===== src/rtl/ls_request_arbiter_pkg.sv =====
// Shared types for the load/store request arbiter: RISC-V load funct3 codes,
// the issue-stage request word and an index-width helper.
package ls_request_arbiter_pkg;

  typedef logic [2:0] fn3_t;

  localparam fn3_t LS_B_fn3  = 3'b000;
  localparam fn3_t LS_H_fn3  = 3'b001;
  localparam fn3_t LS_W_fn3  = 3'b010;
  localparam fn3_t LS_BU_fn3 = 3'b100;
  localparam fn3_t LS_HU_fn3 = 3'b101;

  typedef struct packed {
    logic        rnw;
    logic [31:0] addr;
    logic [3:0]  be;
    logic [31:0] data;
  } ls_req_t;

  // Index width that stays legal (>= 1 bit) even for a single-entry space.
  function automatic int idx_w(input int n);
    return (n > 1) ? $clog2(n) : 1;
  endfunction

endpackage


===== src/rtl/ls_request_arbiter_if.sv =====
// Bundle of the queue-side, subunit-side and writeback signals of the arbiter.
// slave = arbiter view, master = load/store queue + memory subunit view.
interface ls_request_arbiter_if
  import ls_request_arbiter_pkg::*;
#(
  parameter int NUM_SUBUNITS = 4,
  parameter int ID_W         = 3
);
  localparam int SW = idx_w(NUM_SUBUNITS);

  logic                    load_valid;
  logic [31:0]             load_addr;
  fn3_t                    load_fn3;
  logic [ID_W-1:0]         load_id;
  logic [SW-1:0]           load_subunit;
  logic                    load_pop;

  logic                    store_valid;
  logic [31:0]             store_addr;
  logic [3:0]              store_be;
  logic [31:0]             store_data;
  logic [SW-1:0]           store_subunit;
  logic                    store_pop;

  logic                    req_valid;
  logic                    req_rnw;
  logic [31:0]             req_addr;
  logic [3:0]              req_be;
  logic [31:0]             req_data;
  logic [SW-1:0]           req_subunit;
  logic [NUM_SUBUNITS-1:0] req_ready;

  logic                    rsp_valid;
  logic [31:0]             rsp_data;

  logic                    wb_valid;
  logic [ID_W-1:0]         wb_id;
  logic [31:0]             wb_data;

  modport slave (
    input  load_valid, load_addr, load_fn3, load_id, load_subunit,
    output load_pop,
    input  store_valid, store_addr, store_be, store_data, store_subunit,
    output store_pop,
    output req_valid, req_rnw, req_addr, req_be, req_data, req_subunit,
    input  req_ready,
    input  rsp_valid, rsp_data,
    output wb_valid, wb_id, wb_data
  );

  modport master (
    output load_valid, load_addr, load_fn3, load_id, load_subunit,
    input  load_pop,
    output store_valid, store_addr, store_be, store_data, store_subunit,
    input  store_pop,
    input  req_valid, req_rnw, req_addr, req_be, req_data, req_subunit,
    output req_ready,
    output rsp_valid, rsp_data,
    input  wb_valid, wb_id, wb_data
  );

endinterface


===== src/rtl/ls_request_arbiter_fifo.sv =====
// In-order circular FIFO, registered pointers, combinational head; 1-cycle push-to-head.
// No internal full/empty protection: the owner guarantees legal push/pop.
module ls_request_arbiter_fifo
  import ls_request_arbiter_pkg::*;
#(
  parameter type DATA_TYPE  = logic,
  parameter int  FIFO_DEPTH = 4
) (
  input  logic     clk,
  input  logic     rst,
  input  logic     push,
  input  logic     pop,
  input  DATA_TYPE data_in,
  output DATA_TYPE data_out
);
  localparam int PTR_W = idx_w(FIFO_DEPTH);

  DATA_TYPE         mem_q [FIFO_DEPTH];
  logic [PTR_W-1:0] wr_ptr_q, wr_ptr_d;
  logic [PTR_W-1:0] rd_ptr_q, rd_ptr_d;

  function automatic logic [PTR_W-1:0] next_ptr(input logic [PTR_W-1:0] p);
    return (p == PTR_W'(FIFO_DEPTH - 1)) ? '0 : p + PTR_W'(1);
  endfunction

  always_comb begin
    wr_ptr_d = wr_ptr_q;
    rd_ptr_d = rd_ptr_q;
    if (push) wr_ptr_d = next_ptr(wr_ptr_q);
    if (pop)  rd_ptr_d = next_ptr(rd_ptr_q);
  end

  always_ff @(posedge clk or posedge rst) begin
    if (rst) begin
      wr_ptr_q <= '0;
      rd_ptr_q <= '0;
    end else begin
      wr_ptr_q <= wr_ptr_d;
      rd_ptr_q <= rd_ptr_d;
    end
  end

  // Storage needs no reset; stale entries are unreachable once the pointers clear.
  always_ff @(posedge clk) begin
    if (push) mem_q[wr_ptr_q] <= data_in;
  end

  assign data_out = mem_q[rd_ptr_q];

endmodule


===== src/rtl/ls_request_arbiter.sv =====
// Load-priority arbiter into one registered issue stage (1 cycle), pops combinational;
// the stage holds under req_ready backpressure, loads also stall while ATTR_DEPTH are outstanding.
module ls_request_arbiter
  import ls_request_arbiter_pkg::*;
#(
  parameter int NUM_SUBUNITS = 4,
  parameter int ATTR_DEPTH   = 4,
  parameter int ID_W         = 3
) (
  input logic                 clk,
  input logic                 rst,
  ls_request_arbiter_if.slave ls
);
  localparam int SW    = idx_w(NUM_SUBUNITS);
  localparam int CNT_W = $clog2(ATTR_DEPTH + 1);

  typedef struct packed {
    logic [ID_W-1:0] id;
    fn3_t            fn3;
    logic [1:0]      byte_off;
  } ls_rsp_attr_t;

  ls_req_t          req_q, req_d;
  logic             req_valid_q, req_valid_d;
  logic [SW-1:0]    req_subunit_q, req_subunit_d;

  logic [CNT_W-1:0] attr_cnt_q, attr_cnt_d;
  ls_rsp_attr_t     attr_in, attr_head;

  logic             wb_valid_q, wb_valid_d;
  logic [ID_W-1:0]  wb_id_q, wb_id_d;
  logic [31:0]      wb_data_q, wb_data_d;

  logic take, stage_free, attr_full, load_sel, store_sel, rsp_pop;

  function automatic logic [31:0] align_load(input logic [31:0] raw, input fn3_t fn3,
                                             input logic [1:0] off);
    logic [31:0] sh;
    sh = raw >> {off, 3'b000};
    case (fn3)
      LS_B_fn3:  align_load = {{24{sh[7]}}, sh[7:0]};
      LS_H_fn3:  align_load = {{16{sh[15]}}, sh[15:0]};
      LS_BU_fn3: align_load = {24'h0, sh[7:0]};
      LS_HU_fn3: align_load = {16'h0, sh[15:0]};
      default:   align_load = sh;
    endcase
  endfunction

  assign take       = req_valid_q & ls.req_ready[req_subunit_q];
  assign stage_free = ~req_valid_q | take;
  // Full is judged on the registered count, so a same-cycle response never admits a load.
  assign attr_full  = (attr_cnt_q == CNT_W'(ATTR_DEPTH));
  assign load_sel   = stage_free & ls.load_valid & ~attr_full;
  assign store_sel  = stage_free & ls.store_valid & ~load_sel;
  assign rsp_pop    = ls.rsp_valid & (attr_cnt_q != '0);

  assign ls.load_pop  = load_sel;
  assign ls.store_pop = store_sel;

  always_comb begin
    req_valid_d   = req_valid_q;
    req_d         = req_q;
    req_subunit_d = req_subunit_q;
    if (load_sel) begin
      req_valid_d   = 1'b1;
      req_d.rnw     = 1'b1;
      req_d.addr    = ls.load_addr;
      req_d.be      = 4'hF;
      req_d.data    = '0;
      req_subunit_d = ls.load_subunit;
    end else if (store_sel) begin
      req_valid_d   = 1'b1;
      req_d.rnw     = 1'b0;
      req_d.addr    = ls.store_addr;
      req_d.be      = ls.store_be;
      req_d.data    = ls.store_data;
      req_subunit_d = ls.store_subunit;
    end else if (take) begin
      req_valid_d   = 1'b0;
    end
  end

  always_comb begin
    attr_in.id       = ls.load_id;
    attr_in.fn3      = ls.load_fn3;
    attr_in.byte_off = ls.load_addr[1:0];
  end

  always_comb begin
    attr_cnt_d = attr_cnt_q;
    if (load_sel & ~rsp_pop)      attr_cnt_d = attr_cnt_q + CNT_W'(1);
    else if (rsp_pop & ~load_sel) attr_cnt_d = attr_cnt_q - CNT_W'(1);
  end

  ls_request_arbiter_fifo #(
    .DATA_TYPE  (ls_rsp_attr_t),
    .FIFO_DEPTH (ATTR_DEPTH)
  ) attr_fifo (
    .clk      (clk),
    .rst      (rst),
    .push     (load_sel),
    .pop      (rsp_pop),
    .data_in  (attr_in),
    .data_out (attr_head)
  );

  always_comb begin
    wb_valid_d = rsp_pop;
    wb_id_d    = wb_id_q;
    wb_data_d  = wb_data_q;
    if (rsp_pop) begin
      wb_id_d   = attr_head.id;
      wb_data_d = align_load(ls.rsp_data, attr_head.fn3, attr_head.byte_off);
    end
  end

  always_ff @(posedge clk or posedge rst) begin
    if (rst) begin
      req_valid_q   <= 1'b0;
      req_q         <= '0;
      req_subunit_q <= '0;
      attr_cnt_q    <= '0;
      wb_valid_q    <= 1'b0;
      wb_id_q       <= '0;
      wb_data_q     <= '0;
    end else begin
      req_valid_q   <= req_valid_d;
      req_q         <= req_d;
      req_subunit_q <= req_subunit_d;
      attr_cnt_q    <= attr_cnt_d;
      wb_valid_q    <= wb_valid_d;
      wb_id_q       <= wb_id_d;
      wb_data_q     <= wb_data_d;
    end
  end

  assign ls.req_valid   = req_valid_q;
  assign ls.req_rnw     = req_q.rnw;
  assign ls.req_addr    = req_q.addr;
  assign ls.req_be      = req_q.be;
  assign ls.req_data    = req_q.data;
  assign ls.req_subunit = req_subunit_q;
  assign ls.wb_valid    = wb_valid_q;
  assign ls.wb_id       = wb_id_q;
  assign ls.wb_data     = wb_data_q;

  rsp_without_load: assert property (@(posedge clk) disable iff (rst)
    ls.rsp_valid |-> (attr_cnt_q != '0));

endmodule

===== src/flat_wrapper.sv =====
// flat-port wrapper written by rule: the top's interface ports become plain ports
module ls_request_arbiter_flat import ls_request_arbiter_pkg::*;
#(
  parameter int NUM_SUBUNITS = 4,
  parameter int ATTR_DEPTH   = 4,
  parameter int ID_W         = 3
)
  (clk, rst, ls_load_valid, ls_load_addr, ls_load_fn3, ls_load_id, ls_load_subunit, ls_load_pop, ls_store_valid, ls_store_addr, ls_store_be, ls_store_data, ls_store_subunit, ls_store_pop, ls_req_valid, ls_req_rnw, ls_req_addr, ls_req_be, ls_req_data, ls_req_subunit, ls_req_ready, ls_rsp_valid, ls_rsp_data, ls_wb_valid, ls_wb_id, ls_wb_data);
  ls_request_arbiter_if #(.NUM_SUBUNITS(NUM_SUBUNITS), .ID_W(ID_W)) ls_i ();
  input logic clk;
  input logic rst;
  input wire logic [$bits(ls_i.load_valid)-1:0] ls_load_valid;
  input wire logic [$bits(ls_i.load_addr)-1:0] ls_load_addr;
  input wire logic [$bits(ls_i.load_fn3)-1:0] ls_load_fn3;
  input wire logic [$bits(ls_i.load_id)-1:0] ls_load_id;
  input wire logic [$bits(ls_i.load_subunit)-1:0] ls_load_subunit;
  output wire logic [$bits(ls_i.load_pop)-1:0] ls_load_pop;
  input wire logic [$bits(ls_i.store_valid)-1:0] ls_store_valid;
  input wire logic [$bits(ls_i.store_addr)-1:0] ls_store_addr;
  input wire logic [$bits(ls_i.store_be)-1:0] ls_store_be;
  input wire logic [$bits(ls_i.store_data)-1:0] ls_store_data;
  input wire logic [$bits(ls_i.store_subunit)-1:0] ls_store_subunit;
  output wire logic [$bits(ls_i.store_pop)-1:0] ls_store_pop;
  output wire logic [$bits(ls_i.req_valid)-1:0] ls_req_valid;
  output wire logic [$bits(ls_i.req_rnw)-1:0] ls_req_rnw;
  output wire logic [$bits(ls_i.req_addr)-1:0] ls_req_addr;
  output wire logic [$bits(ls_i.req_be)-1:0] ls_req_be;
  output wire logic [$bits(ls_i.req_data)-1:0] ls_req_data;
  output wire logic [$bits(ls_i.req_subunit)-1:0] ls_req_subunit;
  input wire logic [$bits(ls_i.req_ready)-1:0] ls_req_ready;
  input wire logic [$bits(ls_i.rsp_valid)-1:0] ls_rsp_valid;
  input wire logic [$bits(ls_i.rsp_data)-1:0] ls_rsp_data;
  output wire logic [$bits(ls_i.wb_valid)-1:0] ls_wb_valid;
  output wire logic [$bits(ls_i.wb_id)-1:0] ls_wb_id;
  output wire logic [$bits(ls_i.wb_data)-1:0] ls_wb_data;
  assign ls_i.load_valid = ls_load_valid;
  assign ls_i.load_addr = ls_load_addr;
  assign ls_i.load_fn3 = ls_load_fn3;
  assign ls_i.load_id = ls_load_id;
  assign ls_i.load_subunit = ls_load_subunit;
  assign ls_load_pop = ls_i.load_pop;
  assign ls_i.store_valid = ls_store_valid;
  assign ls_i.store_addr = ls_store_addr;
  assign ls_i.store_be = ls_store_be;
  assign ls_i.store_data = ls_store_data;
  assign ls_i.store_subunit = ls_store_subunit;
  assign ls_store_pop = ls_i.store_pop;
  assign ls_req_valid = ls_i.req_valid;
  assign ls_req_rnw = ls_i.req_rnw;
  assign ls_req_addr = ls_i.req_addr;
  assign ls_req_be = ls_i.req_be;
  assign ls_req_data = ls_i.req_data;
  assign ls_req_subunit = ls_i.req_subunit;
  assign ls_i.req_ready = ls_req_ready;
  assign ls_i.rsp_valid = ls_rsp_valid;
  assign ls_i.rsp_data = ls_rsp_data;
  assign ls_wb_valid = ls_i.wb_valid;
  assign ls_wb_id = ls_i.wb_id;
  assign ls_wb_data = ls_i.wb_data;
  ls_request_arbiter #(.NUM_SUBUNITS(NUM_SUBUNITS), .ATTR_DEPTH(ATTR_DEPTH), .ID_W(ID_W)) u_core (.clk(clk), .rst(rst), .ls(ls_i));
endmodule

===== config.mk =====
export PLATFORM = sky130hd
export DESIGN_NAME = ls_request_arbiter_flat
export DESIGN_NICKNAME = d
export VERILOG_FILES = /design/src/rtl/ls_request_arbiter_pkg.sv /design/src/rtl/ls_request_arbiter_if.sv /design/src/rtl/ls_request_arbiter_fifo.sv /design/src/rtl/ls_request_arbiter.sv /design/src/flat_wrapper.sv
export SDC_FILE = /design/constraint.sdc
export NUM_CORES = 1
export LEC_CHECK = 0
export CAP_MARGIN = 10
export CORE_MARGIN = 1
export CORE_UTILIZATION = 46
export CTS_BUF_LIST = sky130_fd_sc_hd__clkbuf_16
export CTS_CLUSTER_DIAMETER = 200
export DETAILED_ROUTE_END_ITERATION = 8
export PLACE_DENSITY = 0.91
export SETUP_SLACK_MARGIN = 0.1
export SLEW_MARGIN = 30
export SYNTH_ARGS = -nofsm -noshare
export SYNTH_HDL_FRONTEND = slang
export SYNTH_SLANG_ARGS = --single-unit

===== constraint.sdc =====
create_clock -name clk -period 10.1 [get_ports clk]
set_clock_uncertainty 0.2 [all_clocks]
set_input_delay 1.01 -clock clk [delete_from_list [all_inputs] [get_ports clk]]
set_output_delay 1.01 -clock clk [all_outputs]
set_load 0.005 [all_outputs]

Word level (Yosys, flattened, before mapping)
Memory sizes are Yosys's and may differ from the RTL's.
Cells that the tools add are included.

storage, ports and cells
  register bits after elaboration = 115
  RAM bits = 32
  input port bits = 151
  output and inout port bits = 110
  logic and storage cells = 59
  memories kept = 1

operators by class
  $add $sub $neg = 4
  order comparisons = 1
  equality and inequality tests = 6
  shifts and indexed selects = 1
  multiplexer cells = 16
  bitwise logic cells = 13
  reduce and logical (&&, ||, !) cells = 5

memories
  name                    words  bits a word  read ports  clocked after memory_dff  wr ports  line                           source
  u_core.attr_fifo.mem_q  4      8            1           0                         1         ls_request_arbiter_fifo.sv:18  DATA_TYPE mem_q [FIFO_DEPTH];

operators by type and width
  cell                                                  number
  two-way mux 69 bit                                    2
  case mux 32 bit (4 select lines)                      1
  >> shifter 32 x 5 -> 32 bit                           1
  equality test 3 bit (second input constant)           3
  bitwise AND 1 bit                                     8
  two-way mux 2 bit                                     4
  two-way mux 1 bit                                     6
  two-way mux 3 bit                                     2
  nonzero test 3 bit                                    2
  adder 2 x 1 -> 2 bit (second input constant)          2
  equality test 2 bit (second input constant)           2
  inverter 1 bit                                        4
  nonzero test 2 bit                                    2
  adder 3 x 1 -> 3 bit (second input constant)          1
  equality test 3 x 1 -> 1 bit (second input constant)  1
  zero test 3 bit                                       1
  < comparator 2 x 3 -> 1 bit (second input constant)   1
  subtractor 3 x 1 -> 3 bit (second input constant)     1
  binary-select mux 1 bit (select 2 bit)                1
  bitwise OR 1 bit                                      1

Logic depth before layout (Yosys ltp)
Gate-level depths: netlist of run 1.

  word-level depth = 10
  mapped depth = 11
  gate-level depth less buffers = 10

Hierarchy
Synthesis of run 1 repeated with hierarchy kept, for this count alone.

second synthesis, totals
  cell total of the unflattened synthesis = 486
  area, all modules = 6362.4 um^2

by module, submodules not included
  module                   times used  cells an instance  area each (um^2)  sequential area each (um^2)
  ls_request_arbiter       1           421                4956.0            2777.7
  ls_request_arbiter_fifo  1           65                 1406.3            1061.0

Least setup slack after synthesis of run 1
No wires, ideal clock.

  kind = input-to-output
  start point = in ls_req_ready[3]
  end point = out ls_store_pop
  arrival time = 2.176 ns
  data required time = 8.890 ns
  slack = 6.714 ns
  stages on the path = 6
  buffers on the path = 2
  cells stage by stage = mux4_2 -> nand2b_1 -> buf_2 -> nand3_1 -> inv_1 -> buf_1

on the way
  cells in the longest elaborated chain, start to end = 8
  elaborated cells between the ends (all ways) = 9
  classes of those cells = 2 x mux; 7 x bitwise

ends and longest elaborated chain
  what                                         line                      source
  start, declared                              flat_wrapper.sv:30        input wire logic [$bits(ls_i.req_ready)-1:0] ls_req_ready;
  binary-select mux 1 bit (select 2 bit) (*)   ls_request_arbiter.sv:49  assign take = req_valid_q & ls.req_ready[req_subunit_q];
  two-way mux 1 bit (implied by the code) (*)  ls_request_arbiter.sv:49
  bitwise AND 1 bit (*)                        ls_request_arbiter.sv:49
  bitwise OR 1 bit (*)                         ls_request_arbiter.sv:50  assign stage_free = ~req_valid_q | take;
  bitwise AND 1 bit (2 in series)              ls_request_arbiter.sv:53  assign load_sel = stage_free & ls.load_valid & ~attr_full;
  inverter 1 bit                               ls_request_arbiter.sv:54  assign store_sel = stage_free & ls.store_valid & ~load_sel;
  bitwise AND 1 bit (*)                        ls_request_arbiter.sv:54
  end, declared                                flat_wrapper.sv:23        output wire logic [$bits(ls_i.store_pop)-1:0] ls_store_pop;

Mark *: on every way between the ends. The rest lies on a longest branch, timed or not. The select of a mux whose other input is x is not followed.

Worst setup path after layout of run 1
  start point = in ls_req_ready[1]
  end point = out ls_store_pop

The elaborated chain is that of the path after synthesis.

==> impl_summary.log, run 1 <==
INFO  metric die-area = 0.0141 sq mm
INFO  metric post_synth_num_cell_types = 43
INFO  metric nets = 922
INFO  metric finish.cell_count_without_fillers = 955
INFO  metric first_pass_grt_wire_length = 31.0 mm
INFO  metric slowest_delay = 750 ps
INFO  metric synthSimpleGateAreaFrac = 0.0805
INFO  metric p_per_area = 293 mW/mm^2
INFO  metric gr-usage-all-layers = 0.291
INFO  metric drt_first_iter_violations = 307
INFO  metric clk_transition_reported_paths = 60 ps
INFO  metric internal_power = 0.00185 W
INFO  metric synth_area = 0.00626 sq mm
INFO  metric dr.pass1.iters = 6
INFO  metric power.static_leakage = 3.93 nW
INFO  metric postSynthCellCount = 518
INFO  metric grt_start_max_net_pins = 78
INFO  metric pin_count = 261
INFO  metric synth_seq_area_share = 0.613
INFO  metric slew_at_the_pin_closest_to_its_max_slew_limit = 937 ps
INFO  metric synth.most_common_cell = sky130_fd_sc_hd__dfrtp_1
INFO  metric tritoncts_clock_tree = yes
INFO  metric floorplan.core_area = 0.0132 sq mm
INFO  metric final-seq-area = 0.00384 sq mm
INFO  metric required = 8890 ps
INFO  metric final_period_minus_worst_setup_slack = 5320 ps
INFO  metric post_drt_via_cell_ratio = 5.66
INFO  metric rsz_0062_raised_after_global_routing = no
INFO  metric synth_largest_area_cell = sky130_fd_sc_hd__dfrtp_1
INFO  metric clock.fmax = 188 MHz
INFO  metric maxSlewViolCount = 0
INFO  metric cts-resized-gates = 0
INFO  metric headroom_to_the_max_slew_limit = 0.376
INFO  metric power.clock.fraction = 0.216
INFO  metric vias_in_the_first_global_route = 5788
INFO  metric compound_gate_portion_of_the_synthesized_area = 0.176
INFO  metric worst_setup_path_end_kind = primary output
INFO  metric synth-adder-area-share = 0.0152
INFO  metric mux_cell_area_share_after_synthesis = 0.0797
INFO  metric fillerInstances = 904
INFO  metric numCtsBuffers = 17
INFO  metric vias = 5409
INFO  metric ant_nets = 0
INFO  metric irDropWorstVdd = 222 uV
INFO  metric antenna_found_initial = 2
INFO  metric timing.max_cap.violations = 0
INFO  metric netlist.area_leader.share = 0.460
INFO  metric post-route-drc-count = 0
INFO  metric fp.dieH = 119 microns
INFO  metric comb_power_share = 0.430
INFO  metric cpMostUsedCell = sky130_fd_sc_hd__clkdlybuf4s50_1
INFO  metric switching_power = 0.000957 W
INFO  metric synthTopCellsByCount = sky130_fd_sc_hd__dfrtp_1, sky130_fd_sc_hd__nand2_1, sky130_fd_sc_hd__a21oi_1
INFO  metric clk_latency = 410 ps
INFO  metric gr-total-overflow = 0
INFO  metric cts_num_sinks = 147
INFO  metric die-width = 119 microns
INFO  metric critPathMaxFanout = 45
INFO  metric gp_routability_congestion = 0.939
INFO  metric worst-setup-path-type = in2out
INFO  metric post_synth_xor_area_fraction = 0.00420
INFO  metric netlist_top_cells_area = sky130_fd_sc_hd__dfrtp_1, sky130_fd_sc_hd__edfxtp_1, sky130_fd_sc_hd__a22o_1
INFO  metric ys_seq_elements = 147
INFO  metric synth.net_count = 676
INFO  metric totalNegativeSetupSlack = 0 ps
INFO  metric timing.final.crit_share = 0.527
INFO  metric post_cts.repair.setup_buffers = 0
INFO  metric start_util = 0.473
INFO  metric combinational_family_with_the_most_area_after_synthesis = compound AO/OA/AOI/OAI gates
INFO  metric quantity_of_i_o_buffers_inserted_on_ports = 260
INFO  metric postSynth.topFlopCell = sky130_fd_sc_hd__dfrtp_1
INFO  metric max-clock-path-buffers = 2
INFO  metric timing.final.hold_violations = 0
INFO  metric htree_num_levels = 4
INFO  metric async_flop_share = 0.782
INFO  metric cts_root_cell = sky130_fd_sc_hd__clkbuf_16
INFO  metric worst_setup_path_start_kind = primary input
INFO  metric netSwitchingFraction = 0.341
INFO  metric cp_cell_sequence = clkdlybuf4s50_1 -> mux4_2 -> nand2b_2 -> nand3_1 -> inv_2 -> clkdlybuf4s50_1
INFO  metric core.rowCount = 42
INFO  metric dp_cells = 921
INFO  metric r2r_setup_slack = 6720 ps
INFO  metric ys.warnings.count = 0
INFO  metric synth_enable_flop_cells = 32
INFO  metric dp.final_hpwl = 14.0 mm
INFO  metric worst-endpoint-arrival = 4110 ps
INFO  metric multiInputGateArea = 0.00226 sq mm
INFO  metric area_growth = 52.8%
INFO  metric setup_viol = 0
INFO  metric critPathSlowestCell = sky130_fd_sc_hd__nand2b_2
INFO  metric wl_per_cell = 20.9 microns
INFO  metric wirelength = 20.0 mm
INFO  metric register_share_of_total_power = 0.354
INFO  metric worst_hold_check_path_type = reg2reg
INFO  metric hold_buffers = 0
INFO  metric outcome = finished, final reports clean
INFO  metric final_layout_size_suffix_gt1_frac = 0.0759
INFO  metric syn_avg_cell_area = 12.1 sq um
through the flow:
stage / instance area, sq um / total power (W) / worst slack [ps] / utilization / hold slack (ps)
3_5_place_dp: 8990 / 0.00219 / 4650 / 0.679 / 271
5_1_grt: 9570 / 0.00295 / 4680 / 0.722 / 309
2_1_floorplan: 6260 / 0.00157 / 5850 / - / 267
6_report: 9570 / 0.00281 / 4780 / 0.722 / 277
3_3_place_gp: 8980 / 0.00212 / 4840 / 0.678 / 262
4_1_cts: 9560 / 0.00281 / 4510 / 0.722 / 286
power groups by stage:
stage                     registers, W  logic, W  clock network, W
after floorplan               0.000968  0.000605                 0
after global routing           0.00102   0.00130          0.000636
after detailed placement      0.000994   0.00119                 0
after global placement        0.000979   0.00115                 0
final                         0.000994   0.00121          0.000607
after CTS                     0.000992   0.00121          0.000614
layer usage:
metal	GRT usage	wire length, microns
met3	0.0840	1800
met1	0.337	7270
met5	0	0
met4	0.153	880
met2	0.490	10000
flip-flops by register name (all words and copies together), names as in the netlist:
signal / count
u_core.ls.req_rnw: 1
u_core.attr_fifo.rd_ptr_q: 2
u_core.attr_cnt_q: 3
u_core.ls.req_subunit: 2
u_core.attr_fifo.wr_ptr_q: 2
u_core.ls.req_be: 4
u_core.ls.wb_valid: 1
u_core.ls.req_valid: 1
u_core.ls.req_addr: 32
u_core.ls.wb_id: 3
u_core.ls.wb_data: 32
u_core.attr_fifo.mem_q: 32
u_core.ls.req_data: 32
layout by cell type, fill, tap and decap left out, types with 4 or more instances in the layout:
master / synthesis / layout
sky130_fd_sc_hd__clkdlybuf4s50_1: 0 / 260
sky130_fd_sc_hd__dfrtp_1: 115 / 115
sky130_fd_sc_hd__nand2_1: 51 / 50
sky130_fd_sc_hd__a21oi_1: 40 / 40
sky130_fd_sc_hd__a22o_1: 38 / 38
sky130_fd_sc_hd__nor2_1: 36 / 36
sky130_fd_sc_hd__o22ai_1: 34 / 34
sky130_fd_sc_hd__edfxtp_1: 32 / 32
sky130_fd_sc_hd__o21ai_0: 23 / 23
sky130_fd_sc_hd__mux2i_1: 18 / 18
sky130_fd_sc_hd__nand3_1: 18 / 18
sky130_fd_sc_hd__clkbuf_16: 0 / 18
sky130_fd_sc_hd__mux2_2: 9 / 9
sky130_fd_sc_hd__inv_1: 8 / 8
sky130_fd_sc_hd__o211ai_1: 7 / 7
sky130_fd_sc_hd__ha_1: 6 / 6
sky130_fd_sc_hd__mux4_2: 5 / 5
sky130_fd_sc_hd__mux4_1: 4 / 4
sky130_fd_sc_hd__o22a_1: 4 / 4
sky130_fd_sc_hd__and3_1: 4 / 4
worst paths after layout:
kind                                                      start                                 end  depth (start not counted)
max reg2reg                u_core.ls.req_subunit[0]$_DFFE_PP0P_    u_core.attr_cnt_q[1]$_DFFE_PP0P_                          8
min in group asynchronous                                   rst   u_core.ls.wb_data[31]$_DFFE_PP0P_                          2
min                              u_core.ls.wb_id[2]$_DFFE_PP0P_      u_core.ls.wb_id[2]$_DFFE_PP0P_                          2
min reg2reg                      u_core.ls.wb_id[2]$_DFFE_PP0P_      u_core.ls.wb_id[2]$_DFFE_PP0P_                          2
max in group asynchronous                                   rst  u_core.ls.req_addr[22]$_DFFE_PP0P_                          3
max                                             ls_req_ready[1]                        ls_store_pop                          6
final cells by class:
cell class,count,area share
clock inverters,14,0.0124
well taps,176,0.0230
multi-input cells,326,0.237
flip-flops and latches,147,0.401
clock buffers,18,0.0471
repair buffers,264,0.276
diodes,2,0.000523
inverters,8,0.00340
kinds of logic (layout without fill, tap and decap cells):
group,after synthesis,after routing
simple gates,118,118
xor+xnor,3,3
compound gates,162,162
flops,147,147
fa+ha+maj,7,7
mux,36,36
buf+inv,45,304
other cells,0,2
worst max-delay path, delay by kind of cell:
family | cells | cell delay [ps]
buffers and inverters | 3 | 1700
muxes | 1 | 290
and+or+nand+nor | 2 | 1100
Power figures use the tool's default switching activity.
==> inputs of run 2 (changes only) <==
--- a/config.mk
+++ b/config.mk
@@ -7,11 +7,11 @@
 export LEC_CHECK = 0
 export CAP_MARGIN = 10
 export CORE_MARGIN = 1
-export CORE_UTILIZATION = 46
+export CORE_UTILIZATION = 43
 export CTS_BUF_LIST = sky130_fd_sc_hd__clkbuf_16
 export CTS_CLUSTER_DIAMETER = 200
 export DETAILED_ROUTE_END_ITERATION = 8
-export PLACE_DENSITY = 0.91
+export PLACE_DENSITY = 0.87
 export SETUP_SLACK_MARGIN = 0.1
 export SLEW_MARGIN = 30
 export SYNTH_ARGS = -nofsm -noshare
==> constraint.sdc (replaced) <==
create_clock -name clk -period 5.44 [get_ports clk]
set_clock_uncertainty 0.2 [all_clocks]
set_input_delay 0.544 -clock clk [delete_from_list [all_inputs] [get_ports clk]]
set_output_delay 0.544 -clock clk [all_outputs]
set_load 0.005 [all_outputs]
==> run 2 against run 1 <==
Sequential share of layout area shrank 0.18 points. Setup slack lost 3100 ps. Clock power grew 98%. Via count shrank 0.52%. Clock-buffer cell count shrank 1. Worst hold slack gained 7.8 ps. Sequential power grew 85%. Combinational power grew 84%. Design area grew 0.46%. Critical endpoint unchanged. Largest cell class unchanged.
==> impl_summary.log, run 2 (synthesis gave the netlist of run 1 again) <==
INFO  metric clock.fmax = 270 MHz
INFO  metric p_per_area = 548 mW/mm^2
INFO  metric core.rowCount = 43
INFO  metric finish.cell_count_without_fillers = 960
INFO  metric dp.final_hpwl = 13.7 mm
INFO  metric r2r_setup_slack = 2240 ps
INFO  metric critPathMaxFanout = 33
INFO  metric worst-endpoint-arrival = 2970 ps
INFO  metric die-width = 123 microns
INFO  metric post-route-drc-count = 0
INFO  metric clk_latency = 420 ps
INFO  metric post_drt_via_cell_ratio = 5.61
INFO  metric hold_slack = 285 ps
INFO  metric vias_in_the_first_global_route = 5579
INFO  metric ant_nets = 0
INFO  metric totalNegativeSetupSlack = 0 ps
INFO  metric htree_num_levels = 4
INFO  metric floorplan.core_area = 0.0140 sq mm
INFO  metric mostFrequentLayoutCell = sky130_fd_sc_hd__clkdlybuf4s50_1
INFO  metric nets = 924
INFO  metric final_layout_size_suffix_gt1_frac = 0.0770
INFO  metric outcome = finished, final reports clean
INFO  metric regToRegStartpoint = u_core.ls.req_subunit[0]$_DFFE_PP0P_
INFO  metric multiInputGateArea = 0.00227 sq mm
INFO  metric critical_path_capture_point = ls_store_pop
INFO  metric timing.critical_path.from = ls_req_ready[1]
INFO  metric max-clock-path-buffers = 2
INFO  metric numCtsBuffers = 17
INFO  metric irDropWorstVdd = 351 uV
INFO  metric setup_slack = 1730 ps
INFO  metric timing.max_cap.violations = 0
INFO  metric start_util = 0.446
INFO  metric hold_buffers = 0
INFO  metric vias = 5381
INFO  metric dp_cells = 927
INFO  metric setup_viol = 0
INFO  metric pre_cts_ws = 1730 ps
INFO  metric timing.final.hold_violations = 0
INFO  metric worst_setup_path_start_kind = primary input
INFO  metric worst_setup_path_end_kind = primary output
INFO  metric quantity_of_i_o_buffers_inserted_on_ports = 260
INFO  metric slew_at_the_pin_closest_to_its_max_slew_limit = 893 ps
INFO  metric final_period_minus_worst_setup_slack = 3710 ps
INFO  metric cts_num_sinks = 147
INFO  metric gr-usage-all-layers = 0.260
INFO  metric wirelength = 19.0 mm
INFO  metric clk_transition_reported_paths = 50 ps
INFO  metric postPlaceCellArea = 0.00901 sq mm
INFO  metric reg2reg_depth = 11
INFO  metric final-seq-area = 0.00384 sq mm
INFO  metric worst_hold_check_path_type = reg2reg
INFO  metric dr.pass1.iters = 5
INFO  metric grt_start_max_net_pins = 67
INFO  metric rsz_0062_raised_after_global_routing = no
INFO  metric drt_first_iter_violations = 363
INFO  metric r2r_end = u_core.attr_cnt_q[2]$_DFFE_PP0P_
INFO  metric gp_routability_congestion = 0.963
INFO  metric required = 4700 ps
INFO  metric design_area = 0.00961 sq mm
INFO  metric tritoncts_clock_tree = yes
INFO  metric pin_count = 261
INFO  metric power.static_leakage = 3.95 nW
INFO  metric die-area = 0.0151 sq mm
INFO  metric gr-total-overflow = 0
INFO  metric wl_per_cell = 19.8 microns
INFO  metric fillerInstances = 983
INFO  metric fp.dieH = 123 microns
INFO  metric timing.final.crit_share = 0.682
INFO  metric area_growth = 53.5%
INFO  metric cts-resized-gates = 0
INFO  metric maxSlewViolCount = 0
INFO  metric headroom_to_the_max_slew_limit = 0.402
INFO  metric mostFrequentLayoutCells = sky130_fd_sc_hd__clkdlybuf4s50_1, sky130_fd_sc_hd__dfrtp_1, sky130_fd_sc_hd__nand2_1, sky130_fd_sc_hd__a21oi_1, sky130_fd_sc_hd__a22o_1
INFO  metric first_pass_grt_wire_length = 28.9 mm
INFO  metric post_cts.repair.setup_buffers = 0
INFO  metric worst-setup-path-type = in2out
INFO  metric cts_root_cell = sky130_fd_sc_hd__clkbuf_16
INFO  metric antenna_found_initial = 1
run 2: cell count changes in the layout (fill, tap and decap cells not counted), sizes merged, moves of 2 or more:
| cell | previous run | this run |
|---|---|---|
| inv | 12 | 10 |
| buf | 4 | 6 |
| clkinv | 5 | 7 |
| bufinv | 2 | 4 |
run 2: worst max-delay path: stages:
cell and delay, ps:
sky130_fd_sc_hd__clkdlybuf4s50_1 450, sky130_fd_sc_hd__mux4_2 220, sky130_fd_sc_hd__nand2b_2 450, sky130_fd_sc_hd__nand3_1 280, sky130_fd_sc_hd__inv_1 110, sky130_fd_sc_hd__buf_4 330
sky130_fd_sc_hd__clkdlybuf4s50_1 570
run 2: through the flow:
stage                util  total power (W)
floorplan               -          0.00292
detailed placement  0.642          0.00407
global placement    0.641          0.00397
global route        0.684          0.00557
CTS                 0.684          0.00529
finish              0.684          0.00527
run 2: worst min-delay path by stage:
stage                                     startpoint                          endpoint  slack, ps  cells past startpoint
floorplan              u_core.ls.req_rnw$_DFFE_PP0P_     u_core.ls.req_rnw$_DFFE_PP0P_        270                      2
global placement    u_core.ls.wb_data[6]$_DFFE_PP0P_  u_core.ls.wb_data[6]$_DFFE_PP0P_        270                      2
detailed placement     u_core.ls.req_rnw$_DFFE_PP0P_     u_core.ls.req_rnw$_DFFE_PP0P_        270                      2
CTS                 u_core.ls.wb_data[3]$_DFFE_PP0P_  u_core.ls.wb_data[3]$_DFFE_PP0P_        290                      2
global route          u_core.ls.wb_id[1]$_DFFE_PP0P_    u_core.ls.wb_id[1]$_DFFE_PP0P_        310                      2
finish                u_core.ls.wb_id[1]$_DFFE_PP0P_    u_core.ls.wb_id[1]$_DFFE_PP0P_        280                      2
run 2: area by class of cell:
type	count	share of cell area
Clock inverter	15	0.0180
Tap cell	180	0.0234
Multi-Input combinational cell	326	0.236
Sequential cell	147	0.399
Antenna cell	1	0.000260
Clock buffer	17	0.0443
Inverter	8	0.00338
Timing Repair Buffer	266	0.275
run 2: metal layers:
metal / share of wire / track usage / up-vias
met1: 0.38 / 0.303 / 2624
met5: 0 / 0 / -
met4: 0.028 / 0.120 / 0
li1: - / - / 2417
met2: 0.50 / 0.437 / 302
met3: 0.094 / 0.0785 / 38
run 2: power by group:
part	switching, W	internal (W)	total, W
logic	0.00103	0.00120	0.00223
clock network	0.000442	0.000754	0.00120
registers	0.000291	0.00155	0.00184
==> inputs of run 3 (changes only) <==
==> constraint.sdc (replaced) <==
create_clock -name clk -period 3.6 [get_ports clk]
set_clock_uncertainty 0.2 [all_clocks]
set_input_delay 0.36 -clock clk [delete_from_list [all_inputs] [get_ports clk]]
set_output_delay 0.36 -clock clk [all_outputs]
set_load 0.005 [all_outputs]
==> run 3 against run 2 <==
Flip-flop and latch count unchanged. Final cell count up 0.42%. Sequential power is 50% higher. Die area is the same. Clock power rose by 42%. Setup slack worse by 1300 ps. Design area rose by 0.17%. Via count rose by 0.22%. Critical endpoint is now u_core.ls.wb_data[16]$_DFFE_PP0P_. Non-clock buffer count rose by 5. Core utilization grew 0.12 points. Global-route usage grew 0.65 points. Critical path depth shrank 2.
==> impl_summary.log, run 3 (synthesis gave the netlist of run 1 again) <==
INFO  metric die-area = 0.0151 sq mm
INFO  metric timing.critical_path.from = u_core.attr_fifo.rd_ptr_q[0]$_DFFE_PP0P_
INFO  metric vias = 5393
INFO  metric register_share_of_total_power = 0.353
INFO  metric worst-endpoint-arrival = 3190 ps
INFO  metric power.static_leakage = 3.97 nW
INFO  metric clk_transition_reported_paths = 60 ps
INFO  metric max-clock-path-buffers = 2
INFO  metric worst_hold_check_path_type = in2async
INFO  metric switching_power = 0.00266 W
INFO  metric worst_setup_path_end_kind = flip-flop
INFO  metric netSwitchingFraction = 0.339
INFO  metric post_cts.repair.setup_buffers = 0
INFO  metric internal_power = 0.00518 W
INFO  metric antenna_found_initial = 0
INFO  metric ant_nets = 0
INFO  metric clk_latency = 420 ps
INFO  metric wl_per_cell = 19.9 microns
INFO  metric die-width = 123 microns
INFO  metric cts_num_sinks = 147
INFO  metric worst_setup_path_start_kind = flip-flop
INFO  metric first_pass_grt_wire_length = 29.6 mm
INFO  metric area_growth = 53.7%
INFO  metric post-route-drc-count = 0
INFO  metric slew_at_the_pin_closest_to_its_max_slew_limit = 918 ps
INFO  metric cp_cell_sequence = mux4_2 -> mux2i_1 -> mux2i_1 -> o211ai_4 -> o211ai_1
INFO  metric required = 3670 ps
INFO  metric final_period_minus_worst_setup_slack = 3120 ps
INFO  metric core.rowCount = 43
INFO  metric power.clock.fraction = 0.217
INFO  metric dp.final_hpwl = 14.1 mm
INFO  metric cts-resized-gates = 0
INFO  metric tritoncts_clock_tree = yes
INFO  metric critPathSlowestCell = sky130_fd_sc_hd__mux4_2
INFO  metric ant_diodes = 0
INFO  metric start_util = 0.446
INFO  metric slowest_delay = 830 ps
INFO  metric r2r_setup_slack = 480 ps
INFO  metric gr-total-overflow = 0
INFO  metric setup_viol = 0
INFO  metric dr.pass1.iters = 6
INFO  metric timing.final.crit_share = 0.867
INFO  metric headroom_to_the_max_slew_limit = 0.388
INFO  metric gr-usage-all-layers = 0.266
INFO  metric clock.fmax = 320 MHz
INFO  metric hold_buffers = 0
INFO  metric post_drt_via_cell_ratio = 5.59
INFO  metric dp_cells = 931
INFO  metric power.total = 0.00784 W
INFO  metric finish.cell_count_without_fillers = 964
INFO  metric maxSlewViolCount = 0
INFO  metric cpMostUsedCell = sky130_fd_sc_hd__mux2i_1
INFO  metric hold_slack = 72.0 ps
INFO  metric critPathMaxFanout = 20
INFO  metric outcome = finished, final reports clean
INFO  metric cts_root_cell = sky130_fd_sc_hd__clkbuf_16
INFO  metric comb_power_share = 0.430
INFO  metric htree_num_levels = 4
INFO  metric fp.dieH = 123 microns
INFO  metric nets = 929
INFO  metric totalNegativeSetupSlack = 0 ps
INFO  metric rsz_0062_raised_after_global_routing = no
INFO  metric grt_start_max_net_pins = 51
INFO  metric vias_in_the_first_global_route = 5660
INFO  metric regToRegStartpoint = u_core.attr_fifo.rd_ptr_q[0]$_DFFE_PP0P_
INFO  metric numCtsBuffers = 17
INFO  metric final_layout_size_suffix_gt1_frac = 0.0867
INFO  metric gp_routability_congestion = 0.935
INFO  metric floorplan.core_area = 0.0140 sq mm
INFO  metric postPlaceCellArea = 0.00904 sq mm
INFO  metric mostFrequentLayoutCells = sky130_fd_sc_hd__clkdlybuf4s50_1, sky130_fd_sc_hd__dfrtp_1, sky130_fd_sc_hd__nand2_1, sky130_fd_sc_hd__a21oi_1, sky130_fd_sc_hd__a22o_1
INFO  metric wirelength = 19.1 mm
INFO  metric design_area = 0.00963 sq mm
INFO  metric quantity_of_i_o_buffers_inserted_on_ports = 260
INFO  metric worst-setup-path-type = reg2reg
INFO  metric timing.max_cap.violations = 0
INFO  metric irDropWorstVdd = 460 uV
INFO  metric drt_first_iter_violations = 325
INFO  metric pin_count = 261
INFO  metric mostFrequentLayoutCell = sky130_fd_sc_hd__clkdlybuf4s50_1
INFO  metric p_per_area = 814 mW/mm^2
INFO  metric timing.final.hold_violations = 0
[run 3: cell types whose count changed in the layout (fill, tap and decap cells not counted), moves of 2 or more]
cell,change
sky130_fd_sc_hd__buf_4,+3
sky130_fd_sc_hd__bufinv_16,-2
sky130_fd_sc_hd__buf_12,+2
sky130_fd_sc_hd__clkinv_1,-4
sky130_fd_sc_hd__inv_4,+2
[run 3: path summary, 6_finish.rpt]
kind | to | cells past startpoint
max reg2reg | u_core.ls.wb_data[16]$_DFFE_PP0P_ | 5
max | u_core.ls.wb_data[16]$_DFFE_PP0P_ | 5
min reg2reg | u_core.ls.req_rnw$_DFFE_PP0P_ | 2
min | u_core.ls.wb_data[10]$_DFFE_PP0P_ | 2
min in group clk | u_core.ls.req_rnw$_DFFE_PP0P_ | 2
max in group asynchronous | u_core.ls.req_data[8]$_DFFE_PP0P_ | 4
[run 3: power by group through the flow]
stage | combinational, W | clock [W] | sequential, W
final | 0.00337 | 0.00170 | 0.00276
after global routing | 0.00367 | 0.00182 | 0.00284
after CTS | 0.00338 | 0.00173 | 0.00277
after detailed placement | 0.00337 | 0 | 0.00277
after global placement | 0.00325 | 0 | 0.00274
after floorplan | 0.00170 | 0 | 0.00272
[run 3: metrics by stage]
step | util | setup slack [ps]
2_1_floorplan | - | 957
3_3_place_gp | 0.644 | 649
3_5_place_dp | 0.644 | 455
4_1_cts | 0.684 | 447
5_1_grt | 0.686 | 214
6_report | 0.686 | 478
[run 3: layout make-up]
cell class / instances / area [sq um]
inverter: 8 / 33.8
tap: 180 / 225
timing repair buffer: 271 / 2710
fill: 992 / 4420
sequential: 147 / 3840
clock buffer: 17 / 425
clock inverter: 15 / 139
multi-input combinational: 326 / 2250
[run 3: per-layer routing]
metal,routed length (microns),global-route usage,vias up,share of wire
met4,524,0.119,0,0.027
li1,-,-,2423,-
met1,7370,0.326,2624,0.39
met3,1760,0.0841,42,0.092
met2,9480,0.430,304,0.50
met5,0,0,-,0
[run 3: worst max-delay path, delay by kind of cell (launching register included)]
kind	cells	cell delay [ps]
AO/OA/AOI/OAI	2	660
flip-flops	1	660
multiplexers	3	1440
==> edit, RTL diff (flow settings as in run 2) <==
`ATTR_DEPTH` is set to 4 in 2 places; all go to 8.
--- a/src/rtl/ls_request_arbiter.sv
+++ b/src/rtl/ls_request_arbiter.sv
@@ -6,3 +6,3 @@
   parameter int NUM_SUBUNITS = 4,
-  parameter int ATTR_DEPTH   = 4,
+  parameter int ATTR_DEPTH   = 8,
   parameter int ID_W         = 3
--- a/src/flat_wrapper.sv
+++ b/src/flat_wrapper.sv
@@ -4,3 +4,3 @@
   parameter int NUM_SUBUNITS = 4,
-  parameter int ATTR_DEPTH   = 4,
+  parameter int ATTR_DEPTH   = 8,
   parameter int ID_W         = 3
Formal check against the unedited RTL: not equivalent (a bounded check fails within 10 cycles, from zero or initial values and one cycle with rst high).
==> edit against run 2 <==
  * Register-to-register slack got worse by 0.19 ns
  * Sequential power rose by 22%
  * The run now ends with DRC left
  * Final area rose by 18%
  * Power rose by 20%
  * Routed wire length rose by 12%
  * Clock power fell by 3%
  * Core utilization fell by 5.9 points
  * Setup slack improved by 0.24 ns
  * Synthesized area rose by 28%
  * Largest power group unchanged
  * Critical endpoint unchanged
  * Critical path depth did not move
  * Sequential cell count rose by 35
  * Global-route usage fell by 2.9 points
  * Critical path type unchanged
==> edit: results (changes against run 2) <==
- Status: finished, violations left
- Failing checks: DRC
- Comb pwr: 2910 uW (+30%)
- Hold_sp: u_core.ls.req_rnw$_DFFE_PP0P_
- Syn nets: 869 (+29%)
- DRT iter0 DRCs: 281 (-23%)
- Placed cell areas: 10800 um^2 (+20%)
- Synth top area share: 36.8% (-9.1 points)
- EDFF count, synth: 64 (+100%)
- Pint: 4080 uW (+16%)
- DRC viols: 35 (+35)
- Vias in the first global route: 6438 (+15%)
- Worst Max-Slew Pin Slew: 0.908 ns (+0.0148 ns)
- Global-route wire length before repair: 34000 um (+18%)
- Async SR Flop Fraction: 64.8% (-13 points)
- Worst-path clk slew: 0.07 ns (+0.02 ns)
- FF-to-FF path depth: 5 (-6)
- Syn_area_per_cell: 11.3 um^2 (-6.6%)
- Worst EP arrival: 2.73 ns (-0.24 ns)
- Avg Vias per Cell: 5.30 (-5.5%)
- Routed len/inst: 17.8 um (-10%)
- Post-synth top cells: 171 x nand2_1, 118 x dfrtp_1, 77 x nor2_1
- Fraction of the cycle the final worst path needs: 63.8% (-4.4 points)
- Reg2reg start: u_core.attr_fifo.rd_ptr_q[1]$_DFFE_PP0P_
- Crit path from: ls_req_ready[3]
- Clk pwr share: 18.3% (-4.4 points)
- Largest net degree at the start of global routing: 83 (+24%)
- CP max FO: 38 (+15%)
- Layout cells sized above 1: 9.51% (+1.8 points)
- Synth top area cells: dfrtp_1 37%, edfxtp_1 24%, nand2_1 8.0%, mux4_2 4.5%, mux2i_1 3.6%
- Uppermost routed layer: met5
- Setup WS pre-CTS: 1.63 ns (-0.0981 ns)
- NetSw: 2230 uW (+26%)
- WL final: 21300 um (+12%)
- FF-to-FF setup slack: 2.05 ns (-0.19 ns)
- Reg-to-reg endpoint: u_core.ls.wb_data[31]$_DFFE_PP0P_
- GR Util met1: 27.6% (-2.7 points)
- Routed wl met3: 1840 um (+3.2%)
- Met1 WL: 8340 um (+16%)
edit: cell count changes after synthesis, sizes merged, moves of 10 or more:
cell / run 2 / this run
nand2: 51 / 171
a31oi: 0 / 43
nor2: 37 / 78
a22o: 38 / 0
o22ai: 34 / 0
edfxtp: 32 / 64
a21oi: 41 / 65
mux2i: 18 / 34
nand3: 18 / 6
o21ai: 24 / 12
o211ai: 10 / 0
edit: final cells by class:
type,instances,area [um^2]
sequential,182,4870
inverter,4,20.0
multi-input combinational,477,2930
timing repair buffer,272,2690
clock inverter,15,129
tap,229,287
fill,1392,6790
clock buffer,17,425
edit: worst max-delay path, delay by kind of cell:
kind          cells  cell delay [ns]
mux               1             0.45
simple gates      3             0.55
buf+inv           3             1.16
edit: kinds of logic after synthesis:
logic type               Yosys count  synth area share [%]
AO/OA/AOI/OAI                    132                  10.1
XOR/XNOR                           4                 0.437
adder cells (fa/ha/maj)            8                  1.34
buffers and inverters             51                  2.98
flip-flops                       182                  60.8
multiplexers                      60                  10.7
AND/OR/NAND/NOR                  273                  13.6
